## src/rtl/seg_scan_counter.sv

```systemverilog
// Cursor-addressed N-digit counter with a time-multiplexed seven-segment scan; sel/seg registered, 1 clk behind index/value.
// Define SEG_CARRY_EN to ripple carry/borrow from the cursor digit into higher digits.
module seg_scan_counter #(
  parameter int NUM_DIGITS = 4,
  parameter int DIGIT_MAX  = 9,
  parameter int SCAN_DIV   = 50000
) (
  input  logic                    clk,
  input  logic                    rst,
  input  logic                    btn_inc,
  input  logic                    btn_dec,
  input  logic                    btn_left,
  input  logic                    btn_right,
  output logic [4*NUM_DIGITS-1:0] value,
  output logic [NUM_DIGITS-1:0]   cursor,
  output logic [NUM_DIGITS-1:0]   sel,
  output logic [7:0]              seg
);

  localparam int IW = (NUM_DIGITS > 1) ? $clog2(NUM_DIGITS) : 1;
  localparam int DW = (SCAN_DIV > 1) ? $clog2(SCAN_DIV) : 1;
  localparam logic [3:0]      MAXV     = 4'(DIGIT_MAX);
  localparam logic [DW-1:0]   DIV_LAST = DW'(SCAN_DIV - 1);
  localparam logic [IW-1:0]   IDX_LAST = IW'(NUM_DIGITS - 1);
  localparam logic [NUM_DIGITS-1:0] ONE_HOT0 = {{(NUM_DIGITS-1){1'b0}}, 1'b1};

  logic [3:0]              btn_q, btn_now, btn_edge;
  logic [4*NUM_DIGITS-1:0] value_q, value_d;
  logic [NUM_DIGITS-1:0]   cursor_q, cursor_d;
  logic [IW-1:0]           idx_q, idx_d;
  logic [DW-1:0]           div_q, div_d;
  logic [NUM_DIGITS-1:0]   sel_q, sel_d;
  logic [7:0]              seg_q;
  logic                    do_inc, do_dec, mv_l, mv_r;
  logic [3:0]              dig, scan_dig;
  logic                    hit, wrap, scan_cur;
`ifdef SEG_CARRY_EN
  logic                    carry;
`endif

  function automatic logic [6:0] glyph(input logic [3:0] v);
    case (v)
      4'h0: glyph = 7'h40;  4'h1: glyph = 7'h79;  4'h2: glyph = 7'h24;  4'h3: glyph = 7'h30;
      4'h4: glyph = 7'h19;  4'h5: glyph = 7'h12;  4'h6: glyph = 7'h02;  4'h7: glyph = 7'h78;
      4'h8: glyph = 7'h00;  4'h9: glyph = 7'h10;  4'hA: glyph = 7'h08;  4'hB: glyph = 7'h03;
      4'hC: glyph = 7'h46;  4'hD: glyph = 7'h21;  4'hE: glyph = 7'h06;  default: glyph = 7'h0E;
    endcase
  endfunction

  assign btn_now  = {btn_right, btn_left, btn_dec, btn_inc};
  assign btn_edge = btn_now & ~btn_q;
  // Opposing edges in the same cycle cancel each other.
  assign do_inc   = btn_edge[0] & ~btn_edge[1];
  assign do_dec   = btn_edge[1] & ~btn_edge[0];
  assign mv_l     = btn_edge[2] & ~btn_edge[3];
  assign mv_r     = btn_edge[3] & ~btn_edge[2];

  always_comb begin
    cursor_d = cursor_q;
    if (mv_l && !cursor_q[NUM_DIGITS-1])
      cursor_d = cursor_q << 1;
    else if (mv_r && !cursor_q[0])
      cursor_d = cursor_q >> 1;
  end

  // Digit update keys off the pre-edge cursor, so a simultaneous move hits the old digit.
  always_comb begin
    value_d = value_q;
    dig     = 4'd0;
    hit     = 1'b0;
    wrap    = 1'b0;
`ifdef SEG_CARRY_EN
    carry   = 1'b0;
`endif
    for (int d = 0; d < NUM_DIGITS; d++) begin
      dig  = value_q[4*d +: 4];
      wrap = do_inc ? (dig == MAXV) : (dig == 4'd0);
`ifdef SEG_CARRY_EN
      hit   = cursor_q[d] | carry;
      carry = hit & wrap;
`else
      hit   = cursor_q[d];
`endif
      if (hit && (do_inc || do_dec)) begin
        if (do_inc)
          value_d[4*d +: 4] = wrap ? 4'd0 : dig + 4'd1;
        else
          value_d[4*d +: 4] = wrap ? MAXV : dig - 4'd1;
      end
    end
  end

  always_comb begin
    div_d = div_q + DW'(1);
    idx_d = idx_q;
    if (div_q == DIV_LAST) begin
      div_d = '0;
      idx_d = (idx_q == IDX_LAST) ? '0 : idx_q + IW'(1);
    end
  end

  always_comb begin
    scan_dig = 4'd0;
    scan_cur = 1'b0;
    sel_d    = '1;
    for (int d = 0; d < NUM_DIGITS; d++) begin
      if (idx_q == IW'(d)) begin
        scan_dig = value_q[4*d +: 4];
        scan_cur = cursor_q[d];
        sel_d[d] = 1'b0;
      end
    end
  end

  always_ff @(posedge clk or posedge rst) begin
    if (rst) begin
      btn_q    <= 4'b0;
      value_q  <= '0;
      cursor_q <= ONE_HOT0;
      idx_q    <= '0;
      div_q    <= '0;
      sel_q    <= ~ONE_HOT0;
      seg_q    <= 8'hFF;
    end else begin
      btn_q    <= btn_now;
      value_q  <= value_d;
      cursor_q <= cursor_d;
      idx_q    <= idx_d;
      div_q    <= div_d;
      sel_q    <= sel_d;
      seg_q    <= {~scan_cur, glyph(scan_dig)};
    end
  end

  assign value  = value_q;
  assign cursor = cursor_q;
  assign sel    = sel_q;
  assign seg    = seg_q;

endmodule

```

## config.mk

```make
export PLATFORM = sky130hd
export DESIGN_NAME = seg_scan_counter
export DESIGN_NICKNAME = d
export VERILOG_FILES = /design/src/rtl/seg_scan_counter.sv
export SDC_FILE = /design/constraint.sdc
export NUM_CORES = 1
export LEC_CHECK = 0
export CORE_MARGIN = 1.5
export CORE_UTILIZATION = 45
export CTS_CLUSTER_DIAMETER = 100
export CTS_CLUSTER_SIZE = 28
export DETAILED_ROUTE_END_ITERATION = 12
export PLACE_DENSITY = 0.66
export SLEW_MARGIN = 20
export SYNTH_ARGS = -nofsm -noshare
export SYNTH_HDL_FRONTEND = slang
export SYNTH_SLANG_ARGS = --single-unit
```

## constraint.sdc

```tcl
create_clock -name clk -period 2.5 [get_ports clk]
set_clock_uncertainty 0.15 [all_clocks]
set_input_delay 0.375 -clock clk [delete_from_list [all_inputs] [get_ports clk]]
set_output_delay 0.375 -clock clk [all_outputs]
set_load 0.01 [all_outputs]
```

# Yosys cells after proc, flatten, opt, wreduce, memory -nomap -nowiden

Memories as Yosys holds them, arrays and structs flattened. A register that Yosys moved wholly into a read port is not among the register bits.
Cells that the tools add are included.

Flip-flop bits (word level): 54
Memories kept: 1
Memory bits (read-only): 112
Output and inout bits: 32
Word-level logic and storage cells: 87
Bits of input ports: 6

Equal/unequal tests: 8
Muxes and demuxes: 32
Reduce and logical (&&, ||, !) cells: 15
Bitwise gates (word level): 11
Add/sub/neg operators: 10

Memories:

| name            | depth | bits a word | read ports | clocked after Yosys merged registers in | wr ports | RTL line | source |
|---|---|---|---|---|---|---|---|
| (no name shown) | 16    | 7           | 1          | 1                                       | 0        | 42       | `case (v)` |

Operators with widths:

| cell                                              | number |
|---|---|
| 2-to-1 mux 4 bit                                  | 18 |
| adder 16 x 1 -> 16 bit (second input constant)    | 1 |
| adder 4 x 1 -> 4 bit (second input constant)      | 4 |
| == test 16 bit (second input constant)            | 1 |
| == test 4 bit (second input constant)             | 4 |
| zero test 4 bit                                   | 4 |
| 2-to-1 mux 16 bit                                 | 1 |
| subtractor 4 x 1 -> 4 bit (second input constant) | 4 |
| 2-to-1 mux 1 bit                                  | 12 |
| logical AND 1 bit                                 | 6 |
| NOT 1 bit                                         | 5 |
| AND 1 bit                                         | 4 |
| AND 4 bit                                         | 1 |
| == test 2 bit (second input constant)             | 2 |
| NOT 4 bit                                         | 1 |
| adder 2 x 1 -> 2 bit (second input constant)      | 1 |
| == test 2 x 1 -> 1 bit (second input constant)    | 1 |
| zero test 1 bit                                   | 2 |
| zero test 2 bit                                   | 1 |
| 2-to-1 mux 2 bit                                  | 1 |
| nonzero test 2 bit                                | 1 |
| logical OR 1 bit                                  | 1 |

# Logic depth before layout (Yosys ltp)

Depth in word-level cells: 7
Depth in mapped cells: 10
Depth with buffers taken out: 9

# Least setup slack after synthesis

OpenSTA, ideal clock, no wires.

Path kind: register to register
Start: reg idx_q[0]
End: reg seg_q[0] (netlist: seg[0])
Clock period less this slack: 2259 ps
Arrival: 2026 ps
Path buffers: 1
Required time: 2267 ps
Stages on the path, launching flop included: 10
Setup time: 83 ps
Setup slack: 241 ps
Cell sequence: dfrtp_1 > ha_1 > buf_6 > a21oi_1 > o31ai_1 > a22oi_1 > inv_1 > ha_1 > and3_1 > a221o_1

Longest elaborated chain between the ends: 5
Elaborated cells between the ends (all ways): 8
Classes of those cells: eq/ne: 3; mux: 4; reduce/logical: 1

RTL lines:

| what                          | RTL line | source |
|---|---|---|
| from (decl)                   | 30       | `logic [IW-1:0] idx_q, idx_d;` |
| from (signal assigned)        | 128      | `idx_q <= idx_d;` |
| zero test 2 bit               | 107      | `if (idx_q == IW'(d)) begin` |
| 2-to-1 mux 4 bit (3 in a row) | 107      |  |
| 2-to-1 mux 4 bit *            | 107      |  |
| to (decl)                     | 33       | `logic [7:0] seg_q;` |

Mark *: on every way between the ends. The rest lies on a longest branch, timed or not.
A chain may end at the register's enable or synchronous reset.

# Worst setup path after layout

Start: reg idx_q[0]
End: reg seg_q[5] (netlist: seg[5])

Same word-level chain as after synthesis.

==> impl_results.md <==
* Yosys Warn Count at 0
* Highest Clock Rate at 0.432 GHz
* Buffers from clock root to sink, at most at 2
* Dominant register cell in the synthesized netlist: sky130_fd_sc_hd__dfrtp_1
* Fraction of synthesis flops using an asynchronous set or reset pin at 100%
* Leak pwr at 0.00169 uW
* Worst R2R Path Depth at 7
* Critical Path Start: idx_q[0]$_DFFE_PP0N_
* Capturing element type of the critical path: flip-flop
* Maximum number of pins on one net before global-route repair at 55
* Dpl hpwl at 4790 um
* Status: finished clean
* Transition time at the pin with the least slew margin at 0.686 ns
* Critical path fanouts, max at 10
* Unrepaired setup endpoints after global routing: no
* Critical path startpoint category: flip-flop
* Pins Over Slew Limit at 0
* Root buffer selected by CTS: sky130_fd_sc_hd__clkbuf_8
* Share of final-layout standard cells stronger than drive strength 1 at 11.4%
* Routed wirelength normalized by instance count at 14.2 um
* Insertion delay to the later sink of the worst-skew pair at 0.30 ns
* Detailed Route WL at 6790 um
* Antenna violations before repair at 0
* Post-route minimum period at 2.32 ns
* Clock sinks at 54
* Setup TNS Final at 0 ns
* Total I/O pin count at 38
* Minimum hold slack at 0.280 ns
* Startpoint of the lowest-slack register-to-register path: idx_q[0]$_DFFE_PP0N_
* Clock transition at the registers of the reported paths at 0.09 ns
* Final critical-path setup slack at 0.183 ns
* Sequential-to-total area share from yosys stat at 41.3%
* Number of buffers inserted to repair setup after CTS at 0
* Chip Height at 88.8 um
* GR Util All Layers at 18.5%
* Worst slack at placement at 0.194 ns
* Vias at 2588
* Data arrival time of the critical path at 2.39 ns
* Clock buffers created by TritonCTS at 5
* Routed vias/inst at 5.43
* Relative area change from synthesis to final layout at 18.1%
* Clock tree from TritonCTS: done
* Initial DRC count at 173
* Tcrit/Tclk final at 92.7%
* Maxcap violations at 0
* Total die area at 7880 um2
* Cell Rows at 31
* Number of synthesized flops with an enable pin at 0
* Data required time at the worst endpoint at 2.58 ns
* First-pass iteration count of the detailed router at 4
* Mapped Area at 3310 um2
* Starting Density at 46.1%
* Synth Area per Inst at 9.82 um2
* Peak supply drop at 0.563 mV
* Highest-count cells in the layout ignoring fill and taps: sky130_fd_sc_hd__dfrtp_1 (42), sky130_fd_sc_hd__clkdlybuf4s50_1 (37), sky130_fd_sc_hd__inv_1 (28)
* Final weighted congestion of routability-driven global placement at 0.848
* Final hold vios at 0
* Total of hold buffers inserted after clock tree synthesis at 0
* Number of gates given a new drive strength after cts at 0
* Worst hold path class: input port to asynchronous set/reset pin
* Number of global-route vias before repair at 2420
* Count of unresolved DRC violations after routing at 0
* Net count reported at finish at 407
* Most common library cell in the layout ignoring fill and taps: sky130_fd_sc_hd__dfrtp_1
* Remaining number of nets flagged by the antenna check after routing at 0
* Finish-stage setup viols at 0
* Diodes inserted at 0
* Global-route wire length before repair at 11300 um
* Number of instances in the synthesized netlist at 337
* Horizontal die dimension at 88.8 um
* Type of the worst setup path: flip-flop to flip-flop
* Total power of the final layout at 3930 uW
* Grt total ovfl at 0
* Max_slew headroom at 54.3%
* Synth unique cells at 62
* Synthesized net count at 367
* Core region area at 7180 um2
* P per Cell Area at 1000 nW/um2
* Port bufs at 37
* Total of flip-flops plus latches after synthesis at 54
* H-tree depth at 2
[routing by layer]
| metal | vias to the layer above | share of wire [%] | global-route usage (%) |
|---|---|---|---|
| met5 | - | 0 | 0 |
| met4 | 0 | 0.87 | 6.53 |
| met3 | 7 | 3.6 | 3.54 |
| met2 | 58 | 47 | 28.8 |
| met1 | 1238 | 48 | 25.9 |
| li1 | 1285 | - | - |
[kinds of logic (layout without fill, tap and decap cells)]
family,count (synthesis),count (layout),share of synthesized area (%)
AO/OA/AOI/OAI,89,89,18.4
XOR/XNOR,18,18,4.76
adder cells (fa/ha/maj),24,24,9.07
multiplexers,12,12,3.70
AND/OR/NAND/NOR,99,99,17.4
flip-flops,54,54,41.3
buffers and inverters,41,82,5.40
[worst paths after layout]
path | to | slack [ns]
worst max-delay path | seg[5]$_DFF_PP1_ | 0.18
worst min-delay path | value[14]$_DFFE_PP0P_ | 0.28
worst max register to register | seg[5]$_DFF_PP1_ | 0.18
worst min register to register | div_q[0]$_DFF_PP0_ | 0.35
max in group asynchronous | cursor[0]$_DFFE_PP1P_ | 1.62
min in group clk | div_q[0]$_DFF_PP0_ | 0.35
[synth_stat cells, types with 2 or more instances]
| master | count | share of area (%) |
|---|---|---|
| sky130_fd_sc_hd__dfstp_2 | 12 | 9.5 |
| sky130_fd_sc_hd__a221o_1 | 2 | 0.60 |
| sky130_fd_sc_hd__ha_1 | 24 | 9.1 |
| sky130_fd_sc_hd__mux2_2 | 2 | 0.68 |
| sky130_fd_sc_hd__nor3b_1 | 6 | 1.4 |
| sky130_fd_sc_hd__nor4_1 | 3 | 0.57 |
| sky130_fd_sc_hd__o21bai_1 | 2 | 0.45 |
| sky130_fd_sc_hd__nand4_1 | 3 | 0.57 |
| sky130_fd_sc_hd__mux2i_1 | 10 | 3.0 |
| sky130_fd_sc_hd__dfrtp_1 | 42 | 32 |
| sky130_fd_sc_hd__nand2_1 | 18 | 2.0 |
| sky130_fd_sc_hd__nor3_1 | 10 | 1.5 |
| sky130_fd_sc_hd__nand3b_1 | 4 | 0.91 |
| sky130_fd_sc_hd__xnor2_1 | 12 | 3.2 |
| sky130_fd_sc_hd__o21ba_2 | 3 | 0.91 |
| sky130_fd_sc_hd__o22ai_1 | 4 | 0.76 |
| sky130_fd_sc_hd__nand2b_1 | 10 | 1.9 |
| sky130_fd_sc_hd__a21bo_2 | 2 | 0.60 |
| sky130_fd_sc_hd__buf_6 | 2 | 0.68 |
| sky130_fd_sc_hd__a31oi_1 | 4 | 0.76 |
| sky130_fd_sc_hd__a41oi_1 | 2 | 0.53 |
| sky130_fd_sc_hd__nor2_1 | 18 | 2.0 |
| sky130_fd_sc_hd__o21ai_0 | 23 | 3.5 |
| sky130_fd_sc_hd__o31ai_1 | 6 | 1.4 |
| sky130_fd_sc_hd__clkbuf_1 | 3 | 0.34 |
| sky130_fd_sc_hd__a22o_1 | 2 | 0.53 |
| sky130_fd_sc_hd__xor2_1 | 6 | 1.6 |
| sky130_fd_sc_hd__a21oi_1 | 21 | 3.2 |
| sky130_fd_sc_hd__a211oi_1 | 3 | 0.68 |
| sky130_fd_sc_hd__or3b_2 | 2 | 0.53 |
| sky130_fd_sc_hd__nor2b_1 | 3 | 0.57 |
| sky130_fd_sc_hd__nand3_1 | 8 | 1.2 |
| sky130_fd_sc_hd__buf_2 | 5 | 0.76 |
| sky130_fd_sc_hd__a22oi_1 | 3 | 0.68 |
| sky130_fd_sc_hd__inv_1 | 29 | 3.3 |
| sky130_fd_sc_hd__or3_1 | 2 | 0.38 |
[registers in the layout, indices dropped and copies added, names as in the netlist]
register and count:
sel 4, btn_q 4, value 16, cursor 4, div_q 16, seg 8, idx_q 2
[power by group]
group / total [uW] / internal, uW / switching, uW
Clock: 576 / 300 / 276
Sequential: 1500 / 1120 / 378
Combinational: 1850 / 964 / 884
[layout make-up]
class | count | area [um2]
inverter | 30 | 113
tap | 99 | 124
clock buffer | 7 | 76.3
sequential | 54 | 1370
clock inverter | 1 | 30.0
timing repair buffer | 44 | 435
fill | 648 | 3270
multi-input combinational | 242 | 1770
[metrics by stage]
step | instances | area [um2] | util, %
after floorplan | 337 | 3310 | -
final | 477 | 3910 | 54.5
after global placement | 469 | 3800 | 53.0
after CTS | 477 | 3910 | 54.5
after detailed placement | 469 | 3800 | 53.0
after global routing | 477 | 3910 | 54.5
[worst max-delay path: stages (launching register included)]
cell,delay [ns]
sky130_fd_sc_hd__dfrtp_1,0.44
sky130_fd_sc_hd__ha_1,0.34
sky130_fd_sc_hd__buf_4,0.21
sky130_fd_sc_hd__a221o_1,0.46
sky130_fd_sc_hd__inv_2,0.12
sky130_fd_sc_hd__ha_1,0.25
sky130_fd_sc_hd__mux2i_1,0.10
sky130_fd_sc_hd__o22ai_1,0.17
(Power assumes the default switching activity.)
==> RTL change 1: new RTL, config.mk and constraints unchanged <==
Build with the macro `SEG_CARRY_EN` defined.
--- a/src/rtl/seg_scan_counter.sv
+++ b/src/rtl/seg_scan_counter.sv
@@ -2,2 +2,4 @@
 // Define SEG_CARRY_EN to ripple carry/borrow from the cursor digit into higher digits.
+`define SEG_CARRY_EN
+
 module seg_scan_counter #(
Function: changed (Yosys sat finds a counterexample within 4 cycles, from zero or initial values and one cycle with rst high).
==> RTL change 1 against the unedited design <==
- worst hold slack got worse by 0.015 ns
- synthesized cell count rose by 4.7%
- routed wire length is 6.5% higher
- setup slack worse by 0.16 ns
- utilization grew 3.3 points
- final area up 6.7%
- synthesized area is 0.76% higher
- sequential cell count unchanged
- critical endpoint is now value[8]$_DFFE_PP0P_
Power is not compared: it rests on default switching activity, and its combinational part moved more than twofold at a synthesized area within 25%.
==> RTL change 1: results (changes against the unedited design) <==
* Avg Cell Area, Syn at 9.45 µm² (-3.8%)
* Vias in the first global route at 2456 (+1.5%)
* Routability cong. at 0.862 (+1.7%)
* Multi-input combinational area share at 44.0% (-1.1 points)
* Max incr delay on CP at 0.51 ns (+0.05 ns)
* Skew-Pair Late Insertion Delay at between 0.3 and 0.4 ns
* Total Nets Final at 447 (+9.8%)
* Least-Margin Pin Slew at 0.526 ns (-0.160 ns)
* Syn_nets at 384 (+4.6%)
* Share of cells above drive strength 1 at 18.0% (+6.6 points)
* Largest net degree at the start of global routing at 55 (unchanged)
* Clock network area share at 2.10% (-0.62 points)
* First-pass GRT wire length at 11.8 mm (+4.3%)
* CP Capture Point: value[8]$_DFFE_PP0P_
* Ys async rst share at 100% (unchanged)
* Synth-to-layout area growth at 25.1%
* CTS Sinks at 54 (unchanged)
* Via-to-Cell Ratio at 5.39 (-0.63%)
* CP Data Arrival Time at 2.52 ns (+0.13 ns)
* Dpl cells at 506 (+7.9%)
* Non-clock buffers at 72 (+64%)
* Crit. Startpoint: btn_dec
* Worst path slowest cell: or4b_4
* RR Startpoint: value[0]$_DFFE_PP0P_
* DP HPWL at 5.22 mm (+8.9%)
* WL final at 7.22 mm (+6.5%)
* Family with the most delay on the worst path: simple AND/OR/NAND/NOR gates
* FF+latch area at 0.00137 mm² (unchanged)
* Clock buf count at 5 (-2)
* Multi-input gates at 253 (+4.5%)
* R2R depth at 7 (unchanged)
* FF-to-FF setup slack at 0.12 ns (-0.06 ns)
* Top post-synthesis cells by area: dfrtp_1 (32%), dfstp_2 (9.5%), ha_1 (9.4%)
* Hold Crit Class: in2async
* Setup WS pre-CTS at -0.357 ns (-0.551 ns)
* Logic gate share of total power at approximately a tenth
* Status: complete, no violations
* CTS root buf: clkbuf_8
* Period minus WS final at 2.48 ns (+0.164 ns)
* Fill count at 652 (+0.62%)
* Signal inverters at 30 (unchanged)
* Data buffer area share at 15.5% (+4.3 points)
* Clock tree buffer depth at 2 (unchanged)
* Syn Inst Count at 353 (+4.7%)
* Avg WL per Cell at 14.0 µm (-1.6%)
* Commonest cells in the netlist: dfrtp_1 (42), a21oi_1 (30), inv_1 (30)
* CP max FO at 4 (-6)
* Count of cell types in the netlist at 60 (-3.2%)
* Clock share of power at 32.3%
* Most used DFF post-synth: dfrtp_1
* Placed instance area at 0.00401 mm² (+5.5%)
* GRT Total Usage at 19.2% (+0.61 points)
* Register area share after synthesis at 41.0% (-0.31 points)
* DR iter-0 viols at 174 (+0.58%)
* IO Port Bufs at 37 (unchanged)
RTL change 1: cell types whose count changed in the layout (fill, tap and decap cells not counted), moves of 4 or more:
cell / delta
buf_4: +28
a21oi_1: +8
nand2_1: +7
nand2b_1: -5
a21oi_2: +4
nand3_1: +4
nor2_1: +4
nor3_1: -4
nor3b_1: -4
RTL change 1: routing by layer:
metal	GRT usage [%]	vias to the layer above	share of wire, %
li1	-	1377	-
met1	27.4	1341	48
met2	29.5	58	47
met3	3.79	6	3.7
met4	5.73	0	1.2
met5	0	-	0
RTL change 1: timing repair:
item	CTS	global route
hold endpoints to repair	0	0
resized for setup	1	12
pin swaps	1	5
endpoints found under the setup margin	2	11
setup buffers	0	2
RTL change 1: worst reg2reg max path, cell delays in order (launching register included):
cell and delay (ns):
dfrtp_1 0.39, inv_1 0.15, ha_1 0.18, or4b_4 0.49
nand2_2 0.09, o211ai_1 0.15, a21oi_2 0.32, mux2_4 0.33
RTL change 1: worst min path at each step:
stage | endpoint | slack [ns] | depth (start not counted)
after floorplan | btn_q[0]$_DFF_PP0_ | 0.26 | 0
after global placement | div_q[0]$_DFF_PP0_ | 0.32 | 1
after detailed placement | div_q[0]$_DFF_PP0_ | 0.33 | 1
after CTS | div_q[12]$_DFF_PP0_ | 0.27 | 3
after global routing | div_q[11]$_DFF_PP0_ | 0.31 | 3
final | div_q[11]$_DFF_PP0_ | 0.27 | 3
RTL change 1: kinds of logic (layout without fill, tap and decap cells):
group | count (synthesis) | after routing | synth area share, %
adders and majority gates | 25 | 25 | 9.38
muxes | 15 | 15 | 4.95
xor gates and xnor gates | 20 | 20 | 5.25
buffers and inverters | 46 | 110 | 5.70
DFF | 54 | 54 | 41.0
AOI/OAI and AO/OA | 92 | 92 | 17.9
and+or+nand+nor | 101 | 101 | 15.9
==> RTL change 2: new RTL, same settings <==
Without the edit above. Register the inputs `btn_inc`, `btn_dec`, `btn_left` and `btn_right` before use. The logic sees them one clock later.
--- a/src/rtl/seg_scan_counter.sv
+++ b/src/rtl/seg_scan_counter.sv
@@ -26,2 +26,14 @@
 
+  logic btn_inc_q;
+  logic btn_dec_q;
+  logic btn_left_q;
+  logic btn_right_q;
+
+  always_ff @(posedge clk) begin
+    btn_inc_q   <= btn_inc;
+    btn_dec_q   <= btn_dec;
+    btn_left_q  <= btn_left;
+    btn_right_q <= btn_right;
+  end
+
   logic [3:0]              btn_q, btn_now, btn_edge;
@@ -49,3 +61,3 @@
 
-  assign btn_now  = {btn_right, btn_left, btn_dec, btn_inc};
+  assign btn_now  = {btn_right_q, btn_left_q, btn_dec_q, btn_inc_q};
   assign btn_edge = btn_now & ~btn_q;
Function: changed (a bounded check fails within 4 cycles, from zero or initial values and one cycle with rst high).
==> RTL change 2 against the unedited design <==
- power is 5.7% higher
- sequential cell count up 4
- synthesized area is 2.4% higher
- final area rose by 3.3%
- synthesized cell count grew 1.2%
- setup slack gained 0.022 ns
- clock power is 28% higher
- non-clock buffer count decreased by 1
- routed wire length rose by 2.9%
- worst hold slack got worse by 0.085 ns
==> RTL change 2: results (changes against the unedited design) <==
* Count of cell types in the netlist at 63 (+1.6%)
* Data buffer area share at 10.6% (-0.54 points)
* Ys async rst share at 93.1% (-6.9 points)
* Max rail drop VDD at 0.000440 V (-22%)
* FF-to-FF setup slack at 0.21 ns (+0.02 ns)
* TritonCTS buffer count at 9 (+4)
* Leak pwr at 1.74 nW (+2.9%)
* CP Capture Point: seg[0]$_DFF_PP1_
* WL met2 at 3.30 mm (+2.3%)
* Clock Pin Slew Worst Setup and Hold Paths at 0.07 ns (-0.02 ns)
* Total Nets Final at 414 (+1.7%)
* GRT Total Usage at 18.1% (-0.42 points)
* RR Startpoint: idx_q[1]$_DFFE_PP0N_
* DR iter-0 viols at 92 (-47%)
* DRT met1 WL at 3.32 mm (+1.9%)
* Status: complete, no violations
* R2R depth at 6 (-1)
* Crit. Startpoint: idx_q[1]$_DFFE_PP0N_
* Routability cong. at 0.816 (-3.8%)
* Final worst hold slack at 0.195 ns (-0.0854 ns)
* Vias at 2634 (+1.8%)
* Avg WL per Cell at 14.3 µm (+0.61%)
* H-tree levels at 3 (+1)
* Fill count at 651 (+0.46%)
* CP Data Arrival Time at 2.41 ns (+0.02 ns)
* First-pass GRT wire length at 11.7 mm (+3.8%)
* Top post-synthesis cells by area: dfrtp_1 (31%), dfstp_2 (9.3%), ha_1 (8.9%)
* Seq area share at 35.8% (+0.86 points)
* Clock buf count at 15 (+8)
* CP max FO at 13 (+3)
* Setup Fix Bufs, Post-CTS at 0 (unchanged)
* WL met3 at 240 µm (-0.41%)
* Footprint of the multi-input gates at 0.00177 mm² (+0.14%)
* Skew-Pair Late Insertion Delay at 0.33 ns (+0.03 ns)
* Vias in the first global route at 2433 (+0.54%)
* Syn_nets at 371 (+1.1%)
* Setup WS pre-CTS at 0.195 ns (+0.000220 ns)
* Worst path slowest cell: a221oi_4
* Clock network area share at 4.00% (+1.3 points)
* Clock tree buffer depth at 2 (unchanged)
* Share of cells above drive strength 1 at 12.3% (+0.96 points)
* Met3 usage at 4.31% (+0.77 points)
* Met2 usage at 29.3% (+0.54 points)
* Hold Crit Class: reg2reg
==> RTL change 2: changes by cell type after synthesis, sizes merged <==
cell | unedited run | this run
dfxtp | 0 | 4
==> RTL change 2: worst register-to-register path: cells and delay by family, from the launching register on <==
kind,cells,cell delay [ns]
AOI/OAI and AO/OA,3,1.15
buffers and inverters,1,0.09
and+or+nand+nor,1,0.09
DFF,1,0.41
adders and majority gates,1,0.34
==> RTL change 2: power by group <==
group          switching (W)  internal (W)
Sequential          0.000352       0.00119
Clock               0.000351      0.000387
Combinational       0.000894      0.000973
==> RTL change 2: stage by stage <==
stage	area [µm²]	util (%)	cells
after floorplan	3390	-	341
after global placement	3880	53.4	472
after detailed placement	3880	53.4	472
after CTS	4040	55.7	488
after global routing	4040	55.7	488
final	4040	55.7	488
==> RTL change 2: cells by family after synthesis <==
logic type	share of synthesized area (%)
buffers and inverters	5.28
adders and majority gates	8.86
xor gates and xnor gates	4.65
DFF	42.7
and+or+nand+nor	17.0
muxes	3.62
AOI/OAI and AO/OA	18.0
